## config.mk

```make
export PLATFORM = sky130hd
export DESIGN_NAME = loteria_entrada
export DESIGN_NICKNAME = d
export VERILOG_FILES = /design/src/rtl/loteria_pkg.sv /design/src/rtl/loteria_buffer_digitos.sv /design/src/rtl/loteria_entrada.sv
export SDC_FILE = /design/constraint.sdc
export NUM_CORES = 1
export LEC_CHECK = 0
export ABC_AREA = 1
export CAP_MARGIN = 20
export CORE_MARGIN = 2
export CORE_UTILIZATION = 30
export CTS_BUF_LIST = sky130_fd_sc_hd__clkbuf_8
export DETAILED_ROUTE_END_ITERATION = 10
export GPL_ROUTABILITY_DRIVEN = 0
export REMOVE_ABC_BUFFERS = 1
export SLEW_MARGIN = 20
export SYNTH_ARGS = -nofsm -noshare
export SYNTH_HDL_FRONTEND = slang
export SYNTH_SLANG_ARGS = --single-unit
```

## constraint.sdc

```tcl
create_clock -name clock -period 4.9 [get_ports clock]
set_input_delay 0.98 -clock clock [delete_from_list [all_inputs] [get_ports clock]]
set_output_delay 0.98 -clock clock [all_outputs]
set_load 0.05 [all_outputs]
```

## src/rtl/loteria_pkg.sv

```systemverilog
// Shared types and default sizes for the lottery ticket entry and checker blocks.
package loteria_pkg;

  typedef enum logic [1:0] {
    COLETA      = 2'd0,
    ENVIA       = 2'd1,
    FIM_BILHETE = 2'd2,
    ENCERRADO   = 2'd3
  } estado_entrada_t;

  localparam int DIG_MAX          = 9;
  localparam int DIGITOS_PADRAO   = 5;
  localparam int MAX_JOGOS_PADRAO = 5;
  localparam int DIG_W_PADRAO     = 4;
  localparam int CNT_W            = 3;

endpackage

```

## src/rtl/loteria_buffer_digitos.sv

```systemverilog
// Purpose: DIGITOS x DIG_W digit register file, one write port, one read port.
// Latency: write lands on the next clock edge; read is combinational.
// Backpressure: none, the writer owns the address space.
module loteria_buffer_digitos
  import loteria_pkg::*;
#(
  parameter int DIGITOS = DIGITOS_PADRAO,
  parameter int DIG_W   = DIG_W_PADRAO
) (
  input  logic             i_clock,
  input  logic             i_we,
  input  logic [CNT_W-1:0] i_waddr,
  input  logic [DIG_W-1:0] i_wdata,
  input  logic [CNT_W-1:0] i_raddr,
  output logic [DIG_W-1:0] o_rdata
);

  logic [DIG_W-1:0] r_mem [DIGITOS];

  // Contents are don't-care after reset, so the array carries no reset.
  always_ff @(posedge i_clock) begin
    if (i_we) begin
      r_mem[i_waddr] <= i_wdata;
    end
  end

  assign o_rdata = r_mem[i_raddr];

endmodule

```

## src/rtl/loteria_entrada.sv

```systemverilog
// Purpose: collects one keypad ticket and replays it to the checker as insere beats plus a fim pulse.
// Latency: confirma at edge k gives insere on cycles k+1..k+DIGITOS, fim on the following cycle.
// Backpressure: none; strobes arriving while busy or invalid are dropped and flagged on erro.
module loteria_entrada
  import loteria_pkg::*;
#(
  parameter int DIGITOS   = DIGITOS_PADRAO,
  parameter int MAX_JOGOS = MAX_JOGOS_PADRAO,
  parameter int DIG_W     = DIG_W_PADRAO
) (
  input  logic             clock,
  input  logic             reset_n,
  input  logic [DIG_W-1:0] tecla,
  input  logic             tecla_valida,
  input  logic             confirma,
  input  logic             apaga,
  output logic [DIG_W-1:0] numero,
  output logic             insere,
  output logic             fim,
  output logic             fim_jogo,
  output logic             ocupado,
  output logic             erro,
  output logic [2:0]       buf_cnt,
  output logic [2:0]       jogos
);

  localparam logic [CNT_W-1:0] CNT_CHEIO = CNT_W'(DIGITOS);
  localparam logic [CNT_W-1:0] IDX_ULT   = CNT_W'(DIGITOS - 1);
  localparam logic [CNT_W-1:0] JOGOS_FIM = CNT_W'(MAX_JOGOS);

  estado_entrada_t  r_estado, w_estado_prox;
  logic [CNT_W-1:0] r_buf_cnt, w_buf_cnt_prox;
  logic [CNT_W-1:0] r_idx, w_idx_prox;
  logic [CNT_W-1:0] r_jogos, w_jogos_prox;
  logic             r_erro, w_erro_prox;
  logic             w_we;
  logic             w_tecla_ok;
  logic [DIG_W-1:0] w_rdata;

  loteria_buffer_digitos #(
    .DIGITOS (DIGITOS),
    .DIG_W   (DIG_W)
  ) u_buffer (
    .i_clock (clock),
    .i_we    (w_we),
    .i_waddr (r_buf_cnt),
    .i_wdata (tecla),
    .i_raddr (r_idx),
    .o_rdata (w_rdata)
  );

  assign w_tecla_ok = (tecla <= DIG_W'(DIG_MAX));

  always_comb begin
    w_estado_prox  = r_estado;
    w_buf_cnt_prox = r_buf_cnt;
    w_idx_prox     = r_idx;
    w_jogos_prox   = r_jogos;
    w_erro_prox    = 1'b0;
    w_we           = 1'b0;
    case (r_estado)
      COLETA: begin
        // apaga > confirma > tecla_valida; losers are dropped without erro.
        if (apaga) begin
          w_buf_cnt_prox = '0;
        end else if (confirma) begin
          if (r_buf_cnt == CNT_CHEIO) begin
            w_idx_prox    = '0;
            w_estado_prox = ENVIA;
          end else begin
            w_erro_prox = 1'b1;
          end
        end else if (tecla_valida) begin
          if (w_tecla_ok && (r_buf_cnt != CNT_CHEIO)) begin
            w_we           = 1'b1;
            w_buf_cnt_prox = r_buf_cnt + 1'b1;
          end else begin
            w_erro_prox = 1'b1;
          end
        end
      end
      ENVIA: begin
        w_erro_prox = tecla_valida | confirma;
        if (r_idx == IDX_ULT) begin
          w_idx_prox    = '0;
          w_estado_prox = FIM_BILHETE;
        end else begin
          w_idx_prox = r_idx + 1'b1;
        end
      end
      FIM_BILHETE: begin
        w_erro_prox    = tecla_valida | confirma;
        w_jogos_prox   = r_jogos + 1'b1;
        w_buf_cnt_prox = '0;
        w_estado_prox  = (w_jogos_prox == JOGOS_FIM) ? ENCERRADO : COLETA;
      end
      ENCERRADO: begin
        w_erro_prox = tecla_valida | confirma;
      end
      default: begin
        w_estado_prox = COLETA;
      end
    endcase
  end

  always_ff @(posedge clock or negedge reset_n) begin
    if (!reset_n) begin
      r_estado  <= COLETA;
      r_buf_cnt <= '0;
      r_idx     <= '0;
      r_jogos   <= '0;
      r_erro    <= 1'b0;
    end else begin
      r_estado  <= w_estado_prox;
      r_buf_cnt <= w_buf_cnt_prox;
      r_idx     <= w_idx_prox;
      r_jogos   <= w_jogos_prox;
      r_erro    <= w_erro_prox;
    end
  end

  // Decoded from registered state only, so an async reset kills a burst immediately.
  assign insere   = (r_estado == ENVIA);
  assign numero   = insere ? w_rdata : '0;
  assign fim      = (r_estado == FIM_BILHETE);
  assign fim_jogo = (r_estado == ENCERRADO);
  assign ocupado  = (r_estado != COLETA);
  assign erro     = r_erro;
  assign buf_cnt  = r_buf_cnt;
  assign jogos    = r_jogos;

endmodule

```

After elaboration in Yosys (flattened, before gate mapping)
Memory sizes are Yosys's and may differ from the RTL's.
Cells that the tools add are included.
{"block": "totals", "n_memories": 1, "output_inout_bits": 15, "register_bits": 12, "mem_bits_rw": 20}
{"name": "u_buffer.r_mem", "words": 5, "width": 4, "read_ports": 1, "rd_clocked_by_memory_dff": 0, "write_ports": 1, "line_no": "loteria_buffer_digitos.sv:18", "source": "logic [DIG_W-1:0] r_mem [DIGITOS];"}
{"block": "classes", "n_reduce_logical": 10, "eq_ne": 14, "bitwise": 1, "order_cmp": 1, "add_sub_neg": 3, "muxes": 30}
{"cell": "$mux W3", "count": 8}
{"cell": "$mux W1", "count": 12}
{"cell": "$ne A3 B3 Y1 const B", "count": 4}
{"cell": "$pmux W3 S2", "count": 2}
{"cell": "$mux W2", "count": 5}
{"cell": "$add A3 B1 Y3 const B", "count": 3}
{"cell": "$eq A3 B3 Y1 const B", "count": 3}
{"cell": "$reduce_and A4 Y1", "count": 2}
{"cell": "$ne A2 B2 Y1 const B", "count": 3}
{"cell": "$pmux W2 S3", "count": 1}
{"cell": "$reduce_bool A2 Y1", "count": 3}
{"cell": "$reduce_and A5 Y1", "count": 1}
{"cell": "$eq A2 B2 Y1 const B", "count": 2}
{"cell": "$le A4 B4 Y1 const B", "count": 1}
{"cell": "$mux W4", "count": 1}
{"cell": "$reduce_bool A3 Y1", "count": 1}
{"cell": "$reduce_or A3 Y1", "count": 1}
{"cell": "$eq A2 B1 Y1 const B", "count": 1}
{"cell": "$logic_not A2 Y1", "count": 1}
{"cell": "$ne A2 B1 Y1 const B", "count": 1}
{"cell": "$pmux W1 S2", "count": 1}
{"cell": "$logic_and A1 B1 Y1", "count": 1}
{"cell": "$or A1 B1 Y1", "count": 1}

Longest topological paths before layout
{"block": "logic_depth", "word_depth": 9, "ltp_mapped": 10, "mapped_depth_nobuf": 10}

Hierarchy
Synthesis repeated with hierarchy kept, for this count alone.
{"block": "unflattened", "cells_unflattened": 205, "area_unflattened_um2": 1731.7}
{"mod": "loteria_buffer_digitos", "area_each_um2": 893.4, "n_inst": 1, "cells_per_inst": 91}
{"mod": "loteria_entrada", "area_each_um2": 838.3, "n_inst": 1, "cells_per_inst": 114}

Worst setup path before layout
No wires, ideal clock.
{"block": "synth_timing", "path_kind": "register -> output", "start": "reg r_estado[1]", "end": "out numero[0]", "stages_incl_launch_ff": 7, "arrival_ps": 1680, "path_buffers": 0, "path_slack_ps": 2240, "cell_sequence": "dfrtp_1 > inv_1 > ha_1 > inv_1 > nor2_1 > nand2_1 > inv_1"}
{"block": "synth_via", "elab_chain_len": 2}
{"item": "start, declared", "line_no": "loteria_entrada.sv:31", "source": "estado_entrada_t r_estado, w_estado_prox;"}
{"item": "start signal, assigned", "line_no": "loteria_entrada.sv:114", "source": "r_estado <= w_estado_prox;"}
{"item": "$eq A2 B1 Y1", "line_no": "loteria_entrada.sv:123", "source": "assign insere = (r_estado == ENVIA);"}
{"item": "net insere", "line_no": "loteria_entrada.sv:18", "source": "output logic insere,"}
{"item": "$mux W4", "line_no": "loteria_entrada.sv:124", "source": "assign numero = insere ? w_rdata : '0;"}
{"item": "end, declared", "line_no": "loteria_entrada.sv:17", "source": "output logic [DIG_W-1:0] numero,"}
The timed path passes the listed nets, and every way through them passes these cells.

Worst setup path in the final report
{"block": "layout_timing", "start": "reg r_estado[1]", "end": "out numero[1]"}
{"block": "layout_via", "elab_chain_len": 2}
{"item": "$eq A2 B1 Y1", "line_no": "loteria_entrada.sv:123"}
{"item": "$mux W4", "line_no": "loteria_entrada.sv:124"}
Every way passes these cells.

==> results_dict.tcl <==
set metrics [dict create \
    first_iter_violations 91 \
    htree_levels 2 \
    crit_type "flop to output port" \
    tns_ns 0 \
    synth.distinct_cells 24 \
    leakage_nw 0.948 \
    die_height_um 80.1 \
    cts.reportedPaths.clkPinSlew_ns 0.07 \
    synth_xor_area_share_pct 1.01 \
    yosysSeqAreaShare_pct 51.9 \
    pre_cts_ws_ns 1.99 \
    clock_latency_ns 0.29 \
    ys_ff_latch 32 \
    clock.fmax_ghz 0.310 \
    via_per_inst 4.44 \
    routedWlPerCell_um 11.7 \
    dieArea_um2 6410 \
    cap_viol_max_count 0 \
    outcome "finished, final reports clean" \
    crit_fanout 6 \
    synth-simple-area-share_pct 27.0 \
    crit_required_ns 3.92 \
    fin_crit_ns 3.23 \
    post_cts_buffers 0 \
    worstPathArrival_ns 2.25 \
    cts_resized 0 \
    num_vias 1297 \
    slew_violations 0 \
    ctsHoldBuffers 0 \
    syn_to_final_growth_pct 21.9 \
    fin_nets 238 \
    drt-total-wl_um 3430 \
    netlist_instances 192 \
    synthAdderAreaFrac_pct 7.21 \
    final-hold-violation-count 0 \
    relSlewSlack_pct 59.9 \
    antenna_cells 0 \
    grt_overflow_total 0 \
    post-route-drc-count 0 \
    cts-root-buf "clkbuf_8" \
    synth_top_family_by_area "simple AND/OR/NAND/NOR gates" \
    ant_nets 0 \
    worst_setup_path_end_kind "output port" \
    core_area_um2 5540 \
    grt_usage_pct 11.6 \
    grt_pass1_wl_um 5590 \
    row_count 27 \
    grt_pass1_vias 1190 \
    clock_sinks 32 \
    avgSynthCellArea_um2 9.04 \
    clk_path_buf_depth 2 \
    ir_drop_uv 237 \
    startpoint_type "flop" \
    firstDrtPassIters 4 \
    dieWidth_um 80.1 \
    yosysWarnings 0 \
    setup_viol 0 \
    dpl.hpwl_um 2460 \
    grt_max_degree 13 \
    synth_compound_area_share_pct 5.84 \
    antenna_found_initial 0 \
    syn-cell-area_um2 1740 \
    port_buffers 23 \
    drive_above_1_share_pct 10.9 \
    tightest_slew_ns 0.600 \
    period_share_pct 65.9 \
    rsz0062_at_grt "no" \
    holdWs_ns 0.537 \
    start_util_pct 31.3 \
    skew_ns 0.00577 \
    cts_tree "done" \
    synthMuxAreaShare_pct 0 \
    setup_ws_ns 1.67 \
    pwr_density_cell_nw_per_um2 619 \
    cts_buffers 5 \
    hp-class "flop to flop" \
    io-pin-count 24 \
    utilization_pct 38.2 \
]
## critical path, stage by stage, from the launching register on
cell	delay, ns
dfrtp_1	0.42
inv_1	0.09
ha_1	0.26
inv_1	0.16
nor2_1	0.13
nand2_1	0.06
inv_1	0.05
clkdlybuf4s50_1	0.79
## logic make-up (layout without fill, tap and decap cells)
kind of cell	after synthesis	count (layout)
AOI/OAI and AO/OA	16	16
xor gates and xnor gates	2	2
adders and majority gates	10	10
buffers and inverters	28	56
DFF	32	32
and+or+nand+nor	104	104
## routing by layer
layer,vias to the layer above,global-route usage [%],share of wire (%)
met5,-,0,0
met1,589,14.9,48
met2,34,18.0,47
li1,670,-,-
met4,0,5.59,1.7
met3,4,3.37,3.8
## cell usage after synthesis
| cell type | n | area (µm²) |
|---|---|---|
| inv_1 | 21 | 78.8 |
| xor2_1 | 2 | 17.5 |
| nand3_2 | 1 | 10.0 |
| or2_1 | 1 | 6.26 |
| o21ai_0 | 11 | 55.1 |
| dfrtp_1 | 12 | 300 |
| o21ai_2 | 2 | 17.5 |
| nand2_1 | 41 | 154 |
| nor2_4 | 1 | 11.3 |
| o211ai_1 | 1 | 7.51 |
| nor2_1 | 36 | 135 |
| buf_6 | 2 | 22.5 |
| nand3_1 | 14 | 70.1 |
| nor2_2 | 1 | 6.26 |
| edfxtp_1 | 20 | 601 |
| nand4_1 | 2 | 12.5 |
| a21oi_4 | 1 | 16.3 |
| inv_2 | 4 | 15.0 |
| nand2_2 | 2 | 12.5 |
| ha_1 | 10 | 125 |
| a21oi_1 | 1 | 5.00 |
| buf_2 | 1 | 5.00 |
| nand2_4 | 4 | 45.0 |
| or2_0 | 1 | 6.26 |
## state kept, by name, indices dropped and copies added, names as in the netlist
signal,flops
buf_cnt,3
erro,1
jogos,3
r_estado,2
r_idx,3
u_buffer.r_mem,20
## area by class of cell
cell class / instances / area (µm²)
Clock buffer: 5 / 68.8
Tap cell: 72 / 90.1
Sequential cell: 32 / 901
Inverter: 25 / 93.8
Timing Repair Buffer: 23 / 230
Clock inverter: 3 / 18.8
Multi-Input combinational cell: 132 / 713
Fill cell: 587 / 3420
## placed cells by master, fill, tap and decap left out
cell / count
a21oi_1: 1
a21oi_4: 1
clkbuf_8: 5
clkdlybuf4s50_1: 23
clkinv_2: 2
clkinv_4: 1
dfrtp_1: 12
edfxtp_1: 20
ha_1: 10
inv_1: 21
inv_2: 4
nand2_1: 41
nand2_2: 2
nand2_4: 4
nand3_1: 14
nand3_2: 1
nand4_1: 2
nor2_1: 36
nor2_2: 1
nor2_4: 1
o211ai_1: 1
o21ai_0: 11
o21ai_2: 2
or2_0: 1
or2_1: 1
xor2_1: 2
## metrics by stage
| stage | area, µm² | total power [mW] | std cells |
|---|---|---|---|
| global route | 2120 | 1.40 | 292 |
| global placement | 2030 | 1.11 | 284 |
| detailed placement | 2030 | 1.11 | 284 |
| CTS | 2120 | 1.32 | 292 |
| floorplan | 1710 | 0.918 | 189 |
| finish | 2120 | 1.31 | 292 |
## final timing paths
kind | start | endpoint | slack, ns | cells past startpoint
setup / recovery | r_estado[1]$_DFFE_PN0P_ | numero[1] | 1.67 | 7
hold / removal | jogos[0]$_DFFE_PN0P_ | jogos[0]$_DFFE_PN0P_ | 0.54 | 1
setup reg to reg | r_estado[0]$_DFFE_PN0P_ | u_buffer.r_mem[1][0]$_DFFE_PP_ | 2.80 | 6
hold reg to reg | jogos[0]$_DFFE_PN0P_ | jogos[0]$_DFFE_PN0P_ | 0.54 | 1
max in group asynchronous | reset_n | jogos[2]$_DFFE_PN0P_ | 3.44 | 1
min in group asynchronous | reset_n | jogos[0]$_DFFE_PN0P_ | 1.06 | 1
## where the power goes
part	internal (mW)	switching, mW
sequential	0.331	0.0535
combinational	0.236	0.486
clock	0.0988	0.104
No activity file was read; power rests on OpenSTA's default activity.
